==> src/rtl/word_context_product_seq.sv <==
// Sequential word/context dot product with LANES multipliers per cycle.
// Saturating Q-format result plus captured gradient vectors.
module word_context_product_seq #(
    parameter int DIM   = 3,
    parameter int WIDTH = 16,
    parameter int FRAC  = 8,
    parameter int LANES = 1
) (
    input  logic                   clk,
    input  logic                   rst_n,
    input  logic                   in_valid,
    output logic                   in_ready,
    input  logic [DIM*WIDTH-1:0]   word_embv,
    input  logic [DIM*WIDTH-1:0]   context_embv,
    output logic                   out_valid,
    input  logic                   out_ready,
    output logic [WIDTH-1:0]       y,
    output logic                   y_sat,
    output logic [DIM*WIDTH-1:0]   y_dword_vec,
    output logic [DIM*WIDTH-1:0]   y_dcontext_vec
);

    localparam int ACC_W = 2 * WIDTH + $clog2(DIM);
    localparam int IDX_W = $clog2(DIM) + 1;
    localparam int VEC_W = DIM * WIDTH;

    localparam logic [IDX_W-1:0] LAST_IDX = IDX_W'(DIM - LANES);
    localparam logic [IDX_W-1:0] IDX_STEP = IDX_W'(LANES);

    localparam logic signed [ACC_W-1:0] Y_MAX =
        {{(ACC_W - WIDTH + 1){1'b0}}, {(WIDTH - 1){1'b1}}};
    localparam logic signed [ACC_W-1:0] Y_MIN =
        {{(ACC_W - WIDTH + 1){1'b1}}, {(WIDTH - 1){1'b0}}};

    typedef enum logic [1:0] {
        IDLE,
        MAC,
        DONE
    } state_t;

    state_t state_q;
    state_t state_nx;

    logic [VEC_W-1:0]        word_q;
    logic [VEC_W-1:0]        ctx_q;
    logic signed [ACC_W-1:0] acc_q;
    logic signed [ACC_W-1:0] acc_nx;
    logic signed [ACC_W-1:0] lane_sum;
    logic signed [ACC_W-1:0] res;
    logic [IDX_W-1:0]        idx_q;
    logic [WIDTH-1:0]        y_q;
    logic                    y_sat_q;
    logic [WIDTH-1:0]        y_nx;
    logic                    sat_nx;
    logic                    accept;
    logic                    last;

    assign in_ready       = (state_q == IDLE);
    assign out_valid      = (state_q == DONE);
    assign accept         = in_valid && in_ready;
    assign last           = (idx_q == LAST_IDX);
    assign y              = y_q;
    assign y_sat          = y_sat_q;
    assign y_dword_vec    = ctx_q;
    assign y_dcontext_vec = word_q;

    // Sum of this cycle's LANES products, sign-extended to the accumulator width
    always_comb begin
        lane_sum = '0;
        for (int l = 0; l < LANES; l++) begin
            lane_sum = lane_sum + ACC_W'(
                $signed(word_q[(int'(idx_q) + l) * WIDTH +: WIDTH]) *
                $signed(ctx_q[(int'(idx_q) + l) * WIDTH +: WIDTH]));
        end
    end

    // Final scaling by FRAC (floor) and clipping into the WIDTH-bit range
    always_comb begin
        acc_nx = acc_q + lane_sum;
        res    = acc_nx >>> FRAC;
        y_nx   = res[WIDTH-1:0];
        sat_nx = 1'b0;
        if (res > Y_MAX) begin
            y_nx   = Y_MAX[WIDTH-1:0];
            sat_nx = 1'b1;
        end else if (res < Y_MIN) begin
            y_nx   = Y_MIN[WIDTH-1:0];
            sat_nx = 1'b1;
        end
    end

    // Control state register
    always_ff @(posedge clk or negedge rst_n) begin
        if (!rst_n) begin
            state_q <= IDLE;
        end else begin
            state_q <= state_nx;
        end
    end

    // Next-state logic: accept -> MAC for DIM/LANES cycles -> hold result
    always_comb begin
        state_nx = state_q;
        unique case (state_q)
            IDLE: if (accept) state_nx = MAC;
            MAC:  if (last) state_nx = DONE;
            DONE: if (out_ready) state_nx = IDLE;
            default: state_nx = IDLE;
        endcase
    end

    // Operand capture, multiply-accumulate and result registers
    always_ff @(posedge clk or negedge rst_n) begin
        if (!rst_n) begin
            word_q  <= '0;
            ctx_q   <= '0;
            acc_q   <= '0;
            idx_q   <= '0;
            y_q     <= '0;
            y_sat_q <= 1'b0;
        end else if (accept) begin
            word_q <= word_embv;
            ctx_q  <= context_embv;
            acc_q  <= '0;
            idx_q  <= '0;
        end else if (state_q == MAC) begin
            acc_q <= acc_nx;
            idx_q <= idx_q + IDX_STEP;
            if (last) begin
                y_q     <= y_nx;
                y_sat_q <= sat_nx;
            end
        end
    end

endmodule

==> config.mk <==
export PLATFORM = sky130hd
export DESIGN_NAME = word_context_product_seq
export DESIGN_NICKNAME = d
export VERILOG_FILES = /design/src/rtl/word_context_product_seq.sv
export SDC_FILE = /design/constraint.sdc
export NUM_CORES = 1
export LEC_CHECK = 0
export ABC_AREA = 1
export BUFFER_PORTS_ARGS = -buffer_cell sky130_fd_sc_hd__buf_2
export CORE_MARGIN = 2
export CORE_UTILIZATION = 29
export CTS_CLUSTER_SIZE = 12
export DETAILED_ROUTE_END_ITERATION = 8
export RECOVER_POWER = 50
export SLEW_MARGIN = 25
export SYNTH_ARGS = -nofsm -noshare
export SYNTH_HDL_FRONTEND = slang
export SYNTH_SLANG_ARGS = --single-unit
export TNS_END_PERCENT = 100
==> constraint.sdc <==
create_clock -name clk -period 14.9 [get_ports clk]
set_input_delay 2.98 -clock clk [delete_from_list [all_inputs] [get_ports clk]]
set_output_delay 2.98 -clock clk [all_outputs]
set_load 0.02 [all_outputs]
==> impl_summary.log, run 1 <==
INFO  metric setup_viol = 0
INFO  metric syn-num-nets = approximately 2600
INFO  metric clock_insertion_delay_worst_skew = roughly 480 ps
INFO  metric setup-tns-final = 0 ps
INFO  metric htreeDepth = 4
INFO  metric synth-compound-area-share = roughly 3.6%
INFO  metric synthesized_area_fraction_occupied_by_adder_cells = around two fifths
INFO  metric timing.final.max_slew_violations = 161
INFO  metric postCtsHoldBufs = 0
INFO  metric design.final.nets = approximately 2800
INFO  metric share_of_the_clock_period_used_by_the_worst_path = between 60% and 70%
INFO  metric r2r-end = y[3]$_DFFE_PN0P_
INFO  metric timing.reg2reg.setup_slack = 5580 ps
INFO  metric timing_worst_setup_path_type = register to register
INFO  metric failed_checks = max-capacitance violations, max-slew violations
INFO  metric cts_inserted_buffers = 17
INFO  metric yosysWarnings = 0
INFO  metric finalNonFillerCells = between 3000 and 4000
INFO  metric gr-total-overflow = 0
INFO  metric last_weighted_congestion_value_of_the_routability_driven_placer = ~0.98
INFO  metric routed_via_density = roughly 4.7
INFO  metric cpMaxStageDelayCell = fa_1
INFO  metric synth.cell_area = around 18000 um^2
INFO  metric ctsLongestPathBuffers = 2
INFO  metric path_buf_inv = 7
INFO  metric yosys.area.top_type = fa_1
INFO  metric placed_cells_incl_taps = roughly 3100
INFO  metric grt_use_total = around 18%
INFO  metric timing.critical_path.fanout_max = 35
INFO  metric antenna_viol_nets_final = 0
INFO  metric synth-seq-area-share = around 21%
INFO  metric die_y = around 260 um
INFO  metric crit_required = between 15000 and 20000 ps
INFO  metric synth-main-ff-cell = dfrtp_1
INFO  metric stages_on_the_worst_setup_path = 27
INFO  metric grt_antenna_before_repair = 1
INFO  metric timing.fmax = between 100 and 150 MHz
INFO  metric clk_root_buffer_cell = clkbuf_16
INFO  metric maxCapViolations = 2
INFO  metric timing.hold.worst_endpoint = state_q[1]$_DFFE_PN0P_
INFO  metric synthesis.area_per_instance = around 9 um^2
INFO  metric rows = just over 90
INFO  metric core_region_area = between 60000 and 70000 um^2
INFO  metric area_share_of_xor_xnor_cells_in_the_synthesized_design = 1.235%
INFO  metric r2r-start = idx_q[0]$_DFFE_PN0P_
INFO  metric number_of_drc_violations_after_detailed_routing_iteration_0 = about 1100
INFO  metric post_cts_resize_count = 0
INFO  metric tritoncts = yes
INFO  metric global_route_wire_length_before_repair = approximately 89 mm
INFO  metric setup.worst_path.end_class = register
INFO  metric floorplan.die_area = between 60000 and 70000 um^2
INFO  metric postSynthCellCount = roughly 2100
INFO  metric post_route_cells_drive_above_1_share = between 10% and 20%
INFO  metric hold_path.startpoint = state_q[0]$_DFFE_PN0P_
INFO  metric delay_contributed_by_the_slowest_stage_of_the_critical_path = 760 ps
INFO  metric synth.mux.area_fraction = about 5.9%
INFO  metric tritoncts_num_sinks = 152
INFO  metric post_synth_main_area_contributors = fa_1 33%, dfrtp_1 21%, inv_1 9.6%
INFO  metric cts.reportedPaths.clkPinSlew = roughly 80 ps
INFO  metric maximum_number_of_pins_on_one_net_before_global_route_repair = between 90 and 100
INFO  metric yosysTopAreaCellShare = about a third
INFO  metric start_kind = register
INFO  metric timing.slew.headroom = -234.4%
INFO  metric port_buffers = ~210
INFO  metric dp_hpwl = 45.38 mm
INFO  metric synth.ff_latch_count = ~150
INFO  metric fill_cells = 6651
INFO  metric postRouteWirelength = between 50 and 60 mm
INFO  metric crit_path_frequent_cell = fa_1
INFO  metric asyncSetResetFlopFracSynth = between 90% and 100%
INFO  metric number_of_enable_flip_flop_cells_after_synthesis = 0
INFO  metric route.vias.total = around 15000
INFO  metric report.final.hold_viol_count = 0
INFO  metric netlist-cell-type-count = 42
INFO  metric setup_repair_after_global_routing_missed_its_margin = false
INFO  metric io_pins = ~220
INFO  metric initial_utilization = slightly below 30%
INFO  metric status = finished, violations left
INFO  metric min-delay-path-class = register to register
INFO  metric clock_skew = about 15 ps
INFO  metric first_global_vias = around 16000
INFO  metric tightest_slew = 5015 ps
INFO  metric area_growth_from_synthesis_to_layout = 14.05%
INFO  metric cp.arrival = 9640 ps
INFO  metric critical_path.top_delay_family = adder cells
INFO  metric drt_first_pass_iters = 7
INFO  metric final_routed_drc_violation_total = 0
INFO  metric wl_per_cell = about 17 um
INFO  metric main_combinational_cell_family_by_area_after_synthesis = adder cells
INFO  metric die_w = about 260 um
INFO  metric final.min_clock_period = 9321 ps
INFO  metric worst-r2r-cell-count = 27
INFO  metric synth_simple_gate_area_share = approximately 17%
INFO  metric worstHoldPathCells = 1
INFO  metric postCtsSetupRepairBufs = 0
==> cell usage after synthesis (4+ instances only) <==
cell      count
or2_2        29
nand4_1       9
inv_1       470
a21oi_1      26
ha_1        104
inv_2        10
mux2_2       96
nor2_1      295
clkbuf_1     49
xnor2_1      11
nor3_1        4
o21ai_0      24
a21oi_2      10
fa_1        305
a22oi_1      29
nand2_2      11
dfrtp_1     152
nand3_1      60
xor2_1       15
nand2_1     365
buf_1         4
==> cell type report <==
| type | count | area, um^2 | area share (%) |
|---|---|---|---|
| multi-input cells | 1418 | 12590 | 59.89 |
| flip-flops and latches | 152 | 3804 | 18.09 |
| inverters | 481 | 1805 | 8.588 |
| repair buffers | 240 | 1177 | 5.601 |
| well taps | 846 | 1059 | 5.035 |
| clock buffers | 19 | 452.9 | 2.154 |
| clock inverters | 12 | 131.4 | 0.6249 |
| diodes | 1 | 2.502 | 0.01190 |
==> worst reg2reg max path, cell delays in order (launching register included) <==
cell,delay (ps)
dfrtp_1,320
buf_4,350
inv_2,330
or2_2,370
a22oi_1,490
nor2_1,350
inv_1,330
nor2_1,120
fa_1,700
inv_1,140
fa_1,760
inv_1,200
fa_1,660
inv_1,120
fa_1,520
fa_1,430
fa_1,490
inv_1,40
ha_1,370
nand2_1,130
nor4_1,570
nand3_1,270
nand3_1,130
nand2_1,80
nor2_1,100
nand3_1,120
a21oi_4,540
a21oi_1,170
==> cell families (layout without fill, tap and decap cells) <==
group | count (synthesis) | in the layout
AO/OA/AOI/OAI | 103 | 103
adder cells (fa/ha/maj) | 409 | 409
buffers and inverters | 538 | 752
other | 0 | 1
AND/OR/NAND/NOR | 784 | 784
flip-flops | 152 | 152
multiplexers | 96 | 96
XOR/XNOR | 26 | 26
==> worst max-delay path by stage <==
stage / from / to / slack [ps]
2_1_floorplan: idx_q[0]$_DFFE_PN0P_ / y[10]$_DFFE_PN0P_ / 7890
3_3_place_gp: idx_q[0]$_DFFE_PN0P_ / y[1]$_DFFE_PN0P_ / 5660
3_5_place_dp: idx_q[0]$_DFFE_PN0P_ / y[3]$_DFFE_PN0P_ / 5720
4_1_cts: idx_q[0]$_DFFE_PN0P_ / y[3]$_DFFE_PN0P_ / 5690
5_1_grt: idx_q[0]$_DFFE_PN0P_ / y[4]$_DFFE_PN0P_ / 4970
6_report: idx_q[0]$_DFFE_PN0P_ / y[3]$_DFFE_PN0P_ / 5580
==> layout by cell type (no fill, tap or decap), types with 3 or more instances in the layout <==
| cell | instances |
|---|---|
| inv_8 | 3 |
| a21oi_2 | 10 |
| nand2_2 | 11 |
| and2_1 | 3 |
| xnor2_1 | 11 |
| fa_1 | 305 |
| a21oi_1 | 26 |
| buf_2 | 143 |
| clkbuf_1 | 71 |
| o21ai_0 | 24 |
| buf_4 | 26 |
| nor2_1 | 293 |
| dfrtp_1 | 152 |
| inv_2 | 10 |
| a22oi_1 | 29 |
| or2_2 | 29 |
| o21bai_1 | 3 |
| ha_1 | 104 |
| inv_1 | 470 |
| xor2_1 | 15 |
| clkbuf_16 | 17 |
| mux2_2 | 96 |
| inv_6 | 4 |
| nand4_1 | 9 |
| nand2_1 | 365 |
| nand3_1 | 60 |
| nor3_1 | 4 |
==> flip-flops by register name, summed over array words and instances, names as in the netlist <==
signal,flops
state_q,2
acc_q,34
y_sat,1
y_dcontext_vec,48
y_dword_vec,48
idx_q,3
y,16
==> through the flow <==
step / hold slack (ps) / setup WS (ps) / area [um^2] / utilization (%)
final: 504.1 / 5579 / 21020 / 33.39
after global routing: 536.3 / 4970 / 21020 / 33.39
after detailed placement: 482.8 / 5717 / 20540 / 32.62
after global placement: 496.7 / 5657 / 20530 / 32.60
after CTS: 501.1 / 5686 / 21120 / 33.55
after floorplan: 473.6 / 7893 / 18430 / -
==> routing by layer <==
metal  wire length, um  up-vias  track usage (%)
met5                 0        -                0
li1                  -     6674                -
met3              3103      120            3.228
met4              2372        0            7.651
met2             28150      491            30.62
met1             21480     7474            21.26
Power of run 1 is not shown: default switching activity piles up to over one toggle a cycle in this logic, so the estimate is an artifact.
==> inputs of run 2 (changes only) <==
==> constraint.sdc (replaced) <==
create_clock -name clk -period 8.52 [get_ports clk]
set_input_delay 1.704 -clock clk [delete_from_list [all_inputs] [get_ports clk]]
set_output_delay 1.704 -clock clk [all_outputs]
set_load 0.02 [all_outputs]
==> run 2 against run 1 <==
Against the previous run:
- the flow still finishes with violations (max-capacitance violations, max-slew violations)
- sequential share of layout area shrank 0.19 points
- via count shrank 0.99%
- count of clock-buffer cells in the layout shrank 1
- critical path type unchanged
- highest routed layer unchanged
- worst hold slack gained 9.0 ps
- wire length grew 0.55%
==> impl_summary.log, run 2 (same netlist as run 1, synthesis figures left out) <==
INFO  metric min-delay-path-class = register to register
INFO  metric cpMaxStageDelayCell = nor2_1
INFO  metric area_growth_from_synthesis_to_layout = 15.32%
INFO  metric dp_hpwl = 45.99 mm (+1.3%)
INFO  metric drt_first_pass_iters = 7 (unchanged)
INFO  metric ctsLongestPathBuffers = 2 (unchanged)
INFO  metric post_route_cells_drive_above_1_share = 16.79% (+1.1 points)
INFO  metric gr-total-overflow = 0 (unchanged)
INFO  metric maximum_number_of_pins_on_one_net_before_global_route_repair = 105 (+13%)
INFO  metric setup-tns-final = 0 ps (unchanged)
INFO  metric delay_contributed_by_the_slowest_stage_of_the_critical_path = 690 ps (-70 ps)
INFO  metric routed_via_density = 4.574 (-1.8%)
INFO  metric first_global_vias = 15578 (-0.35%)
INFO  metric path_buf_inv = 9 (+2)
INFO  metric timing.slew.headroom = -292.7% (-58 points)
INFO  metric cts_inserted_buffers = 17 (unchanged)
INFO  metric htreeDepth = 4 (unchanged)
INFO  metric top_library_cells_by_usage_in_the_layout_fill_and_taps_aside = 470 x inv_1, 365 x nand2_1, 303 x fa_1, 294 x nor2_1, 151 x dfrtp_1
INFO  metric setup_viol = 0 (unchanged)
INFO  metric layout.cells.most_common = inv_1
INFO  metric tritoncts_num_sinks = 152 (unchanged)
INFO  metric final.min_clock_period = 7920 ps (-1400 ps)
INFO  metric detailed_place.area = 20740 um^2 (+0.96%)
INFO  metric design.final.nets = 2843 (+0.85%)
INFO  metric timing.final.ws_setup = 599.5 ps (-4980 ps)
INFO  metric io_pins = 215 (unchanged)
INFO  metric share_of_the_clock_period_used_by_the_worst_path = 92.96% (+30 points)
INFO  metric clk_root_buffer_cell = clkbuf_16
INFO  metric tightest_slew = 5891 ps (+875.7 ps)
INFO  metric timing.critical_path.fanout_max = 18 (-49%)
INFO  metric grt_antenna_before_repair = 2 (+1)
INFO  metric status = finished, violations left
INFO  metric report.final.hold_viol_count = 0 (unchanged)
INFO  metric global_route_wire_length_before_repair = 88.84 mm (about the same)
INFO  metric crit_path_frequent_cell = fa_1
INFO  metric failed_checks = max-capacitance violations, max-slew violations
INFO  metric cts.reportedPaths.clkPinSlew = 70 ps (about the same)
INFO  metric clock_skew = 12.20 ps (-2.697 ps)
INFO  metric post-route-cell-area = 21260 um^2 (+1.1%)
INFO  metric timing_worst_setup_path_type = register to register
INFO  metric setup.worst_path.end_class = register
INFO  metric setup_repair_after_global_routing_missed_its_margin = false
INFO  metric postRouteWirelength = 55.41 mm (+0.55%)
INFO  metric die_y = 256.1 um (unchanged)
INFO  metric crit_required = 8870 ps (-6350 ps)
INFO  metric critical_path.top_delay_family = adder cells
INFO  metric placement.setup.worst_slack = 186.8 ps (-5530 ps)
INFO  metric final_routed_drc_violation_total = 0 (unchanged)
INFO  metric core_region_area = 62970 um^2 (unchanged)
INFO  metric clock_insertion_delay_worst_skew = 480 ps (about the same)
INFO  metric start_kind = register
INFO  metric die_w = 256.1 um (unchanged)
INFO  metric last_weighted_congestion_value_of_the_routability_driven_placer = 0.9760 (-0.73%)
INFO  metric timing.fmax = 126.3 MHz (+18%)
INFO  metric grt_use_total = 17.66% (+0.054 points)
INFO  metric antenna_viol_nets_final = 0 (unchanged)
INFO  metric tritoncts = yes
INFO  metric maxCapViolations = 2 (unchanged)
INFO  metric initial_utilization = 29.27% (unchanged)
INFO  metric cp.arrival = 8270 ps (-1370 ps)
INFO  metric port_buffers = 214 (unchanged)
INFO  metric number_of_drc_violations_after_detailed_routing_iteration_0 = 1017 (-11%)
INFO  metric floorplan.die_area = 65590 um^2 (unchanged)
INFO  metric route.vias.total = 14613 (-0.99%)
INFO  metric timing.final.max_slew_violations = 173 (+7.5%)
INFO  metric rows = 92 (unchanged)
INFO  metric fill_cells = 6680 (+0.44%)
INFO  metric wl_per_cell = 17.34 um (-0.27%)
## run 2: cell count changes in the layout (fill, tap and decap cells not counted), moves of 2 or more
| cell | delta |
|---|---|
| buf_12 | +3 |
| buf_2 | +2 |
| buf_4 | +21 |
| clkbuf_8 | -2 |
| fa_1 | -2 |
| fa_2 | +2 |
## run 2: area by class of cell
class	instances	area [um^2]	area share, %
multi-input cells	1418	12600	59.27
flip-flops and latches	152	3805	17.90
inverters	481	1805	8.494
repair buffers	264	1398	6.575
well taps	846	1059	4.980
clock buffers	18	429.2	2.019
clock inverters	14	156.4	0.7358
diodes	2	5.005	0.02354
## run 2: per-layer routing
metal	track usage, %	vias up	routed length [um]
li1	-	6729	-
met1	21.45	7361	21900
met2	31.39	433	28630
met3	3.149	90	3156
met4	6.010	0	1722
met5	0	-	0
## run 2: worst paths after layout
path	from	endpoint	slack, ps	depth (start not counted)
hold / removal	acc_q[0]$_DFFE_PN0P_	acc_q[0]$_DFFE_PN0P_	510	2
hold reg to reg	acc_q[0]$_DFFE_PN0P_	acc_q[0]$_DFFE_PN0P_	510	2
max in group asynchronous	rst_n	idx_q[0]$_DFFE_PN0P_	1380	1
min in group asynchronous	rst_n	y_dcontext_vec[29]$_DFFE_PN0P_	3400	1
setup reg to reg	idx_q[0]$_DFFE_PN0P_	y[3]$_DFFE_PN0P_	600	33
setup / recovery	idx_q[0]$_DFFE_PN0P_	y[3]$_DFFE_PN0P_	600	33
## run 2: metrics by stage
step / hold WS (ps) / std cells / utilization [%]
2_1_floorplan: 473.6 / 2108 / -
3_3_place_gp: 476.8 / 3160 / 32.93
3_5_place_dp: 500.2 / 3160 / 32.93
4_1_cts: 518.4 / 3192 / 33.86
5_1_grt: 531.7 / 3195 / 33.76
6_report: 513.1 / 3195 / 33.76
## run 2: what timing repair did
item / CTS / global route
endpoints found under the setup margin: 0 / 16
resized for setup: 0 / 4
hold buffers: 0 / 0
buffers inserted: 0 / 1
## run 2: tightest hold or removal path: stages, from the launching register on
cell	delay (ps)
dfrtp_1	350
nand3_1	80
nand2_1	60
Power of run 2 is left out for the same reason.
==> inputs of run 3 (changes only) <==
--- a/config.mk
+++ b/config.mk
@@ -7,10 +7,13 @@
 export LEC_CHECK = 0
 export ABC_AREA = 1
 export BUFFER_PORTS_ARGS = -buffer_cell sky130_fd_sc_hd__buf_2
+export CELL_PAD_IN_SITES_DETAIL_PLACEMENT = 0
+export CELL_PAD_IN_SITES_GLOBAL_PLACEMENT = 1
 export CORE_MARGIN = 2
 export CORE_UTILIZATION = 29
 export CTS_CLUSTER_SIZE = 12
 export DETAILED_ROUTE_END_ITERATION = 8
+export PLACE_DENSITY_LB_ADDON = 0.1
 export RECOVER_POWER = 50
 export SLEW_MARGIN = 25
 export SYNTH_ARGS = -nofsm -noshare
==> run 3 against run 2 <==
Against the previous run:
- the run still ends with max-capacitance violations, max-slew violations left
- register-to-register slack is essentially flat
- critical endpoint is now y[4]$_DFFE_PN0P_
- setup slack lost 14 ps
- clock skew grew 8.4 ps
- global-route usage grew 2.6 points
- final area grew 0.59%
- core utilization grew 0.20 points
- worst hold slack lost 24 ps
- critical path depth grew 2
- count of clock-buffer cells in the layout grew 4
- largest cell class unchanged
==> impl_summary.log, run 3 (same netlist as run 1, synthesis figures left out) <==
INFO  metric tightest_slew = 4996 ps (-895.1 ps)
INFO  metric tritoncts = yes
INFO  metric io_pins = 215 (unchanged)
INFO  metric maximum_number_of_pins_on_one_net_before_global_route_repair = 92 (-12%)
INFO  metric finalCoreUtilization = 33.96% (+0.20 points)
INFO  metric cts.reportedPaths.clkPinSlew = 70 ps (about the same)
INFO  metric route.vias.total = 14555 (-0.40%)
INFO  metric clk_root_buffer_cell = clkbuf_16
INFO  metric timing.hold.worst_endpoint = y[15]$_DFFE_PN0P_
INFO  metric timing_worst_setup_path_type = register to register
INFO  metric routed_via_density = 4.541 (-0.71%)
INFO  metric timing.fmax = 126.0 MHz (-0.18%)
INFO  metric cts_inserted_buffers = 17 (unchanged)
INFO  metric setup_viol = 0 (unchanged)
INFO  metric rows = 92 (unchanged)
INFO  metric postRouteWirelength = 63.17 mm (+14%)
INFO  metric gr-total-overflow = 0 (unchanged)
INFO  metric post_route_cells_drive_above_1_share = 18.56% (+1.8 points)
INFO  metric grt_antenna_before_repair = 5 (+3)
INFO  metric die_w = 256.1 um (unchanged)
INFO  metric wl_per_cell = 19.71 um (+14%)
INFO  metric delay_contributed_by_the_slowest_stage_of_the_critical_path = 570 ps (-120 ps)
INFO  metric timing.slew.headroom = -233.1% (+60 points)
INFO  metric setup_repair_after_global_routing_missed_its_margin = false
INFO  metric setup.worst_path.end_class = register
INFO  metric tritoncts_num_sinks = 152 (unchanged)
INFO  metric global_route_wire_length_before_repair = 99.04 mm (+11%)
INFO  metric crit_path_frequent_cell = nand2_1
INFO  metric timing.reg2reg.setup_slack = 590 ps (about the same)
INFO  metric seq_area = 3804 um^2 (about the same)
INFO  metric htreeDepth = 4 (unchanged)
INFO  metric layout.cells.most_common = inv_1
INFO  metric hold_path.startpoint = y[15]$_DFFE_PN0P_
INFO  metric post-route-cell-area = 21380 um^2 (+0.59%)
INFO  metric multi_input_comb_area = 12610 um^2 (about the same)
INFO  metric timing.final.max_slew_violations = 234 (+35%)
INFO  metric design.final.nets = 2850 (+0.25%)
INFO  metric cpMaxStageDelayCell = fa_1
INFO  metric share_of_the_clock_period_used_by_the_worst_path = 93.13% (+0.17 points)
INFO  metric ctsLongestPathBuffers = 2 (unchanged)
INFO  metric grt_use_total = 20.22% (+2.6 points)
INFO  metric worst-r2r-cell-count = 35 (+6.1%)
INFO  metric final_routed_drc_violation_total = 0 (unchanged)
INFO  metric timing.critical_path.fanout_max = 21 (+3)
INFO  metric crit_required = 8920 ps (+50 ps)
INFO  metric report.final.hold_viol_count = 0 (unchanged)
INFO  metric drt_first_pass_iters = 5 (-2)
INFO  metric status = finished, violations left
INFO  metric first_global_vias = 16234 (+4.2%)
INFO  metric antenna_viol_nets_final = 0 (unchanged)
INFO  metric core_region_area = 62970 um^2 (unchanged)
INFO  metric setup-tns-final = 0 ps (unchanged)
INFO  metric min-delay-path-class = register to register
INFO  metric last_weighted_congestion_value_of_the_routability_driven_placer = 0.8826 (-9.6%)
INFO  metric fill_cells = 6761 (+1.2%)
INFO  metric area_growth_from_synthesis_to_layout = 16.01%
INFO  metric clock_insertion_delay_worst_skew = 480 ps (about the same)
INFO  metric floorplan.die_area = 65590 um^2 (unchanged)
INFO  metric timing.final.ws_setup = 585.2 ps (-14.29 ps)
INFO  metric worstHoldPathCells = 2 (unchanged)
INFO  metric r2r-start = idx_q[0]$_DFFE_PN0P_
INFO  metric failed_checks = max-capacitance violations, max-slew violations
INFO  metric die_y = 256.1 um (unchanged)
INFO  metric dp_hpwl = 53.13 mm (+16%)
INFO  metric final.min_clock_period = 7935 ps (+14.29 ps)
INFO  metric cp.arrival = 8330 ps (+60 ps)
INFO  metric start_kind = register
INFO  metric maxCapViolations = 4 (+2)
INFO  metric initial_utilization = 29.27% (unchanged)
INFO  metric placement.setup.worst_slack = 294.8 ps (+108.0 ps)
INFO  metric top_library_cells_by_usage_in_the_layout_fill_and_taps_aside = 470 x inv_1, 365 x nand2_1, 304 x fa_1, 292 x nor2_1, 181 x buf_2
INFO  metric clock_skew = 20.61 ps (+8.414 ps)
INFO  metric port_buffers = 214 (unchanged)
INFO  metric number_of_drc_violations_after_detailed_routing_iteration_0 = 858 (-16%)
INFO  metric detailed_place.area = 20770 um^2 (+0.18%)
INFO  metric r2r-end = y[4]$_DFFE_PN0P_
run 3: cell count changes in the layout (fill, tap and decap cells not counted), moves of 2 or more:
cell and delta:
clkbuf_8 +4, buf_2 +36, inv_8 -3, diode_2 +3, nor2_2 +2, nor2_1 -2
clkbuf_1 -35, buf_4 +5
run 3: cell type report:
| type | count | area share, % |
|---|---|---|
| diodes | 5 | 0.05851 |
| clock buffers | 22 | 2.264 |
| clock inverters | 10 | 0.6144 |
| inverters | 481 | 8.444 |
| multi-input cells | 1418 | 58.96 |
| flip-flops and latches | 152 | 17.79 |
| well taps | 846 | 4.950 |
| repair buffers | 271 | 6.922 |
run 3: per-stage QoR:
| step | instances | hold slack (ps) |
|---|---|---|
| final | 3205 | 489.3 |
| after global routing | 3205 | 514.3 |
| after CTS | 3199 | 502.4 |
| after detailed placement | 3167 | 484.8 |
| after global placement | 3167 | 486.8 |
| after floorplan | 2108 | 473.6 |
run 3: worst max path at each step:
stage / start / endpoint / slack [ps] / cells past startpoint
after floorplan: idx_q[0]$_DFFE_PN0P_ / y[10]$_DFFE_PN0P_ / 1510 / 32
after global placement: idx_q[0]$_DFFE_PN0P_ / y[0]$_DFFE_PN0P_ / 190 / 25
after detailed placement: idx_q[0]$_DFFE_PN0P_ / y[3]$_DFFE_PN0P_ / 290 / 29
after CTS: idx_q[0]$_DFFE_PN0P_ / y[5]$_DFFE_PN0P_ / 250 / 29
after global routing: idx_q[0]$_DFFE_PN0P_ / y[4]$_DFFE_PN0P_ / 20 / 32
final: idx_q[0]$_DFFE_PN0P_ / y[4]$_DFFE_PN0P_ / 590 / 35
run 3: timing repair:
action | 4_1_cts | 5_1_grt
buffers inserted | 0 | 1
gates resized for setup | 0 | 5
setup endpoints to repair | 0 | 16
hold buffers | 0 | 0
run 3: layer usage:
metal	wire length, um	GRT usage [%]
met1	26820	25.35
met2	32560	36.01
met3	2783	3.436
met4	1012	4.971
met5	0	0
run 3: worst max-delay path, delay by kind of cell, from the launching register on:
family / cells / cell delay (ps)
DFF: 1 / 450
AOI/OAI and AO/OA: 2 / 210
adders and majority gates: 7 / 3380
buffers and inverters: 9 / 1120
and+or+nand+nor: 17 / 2660
Power of run 3 is left out for the same reason.
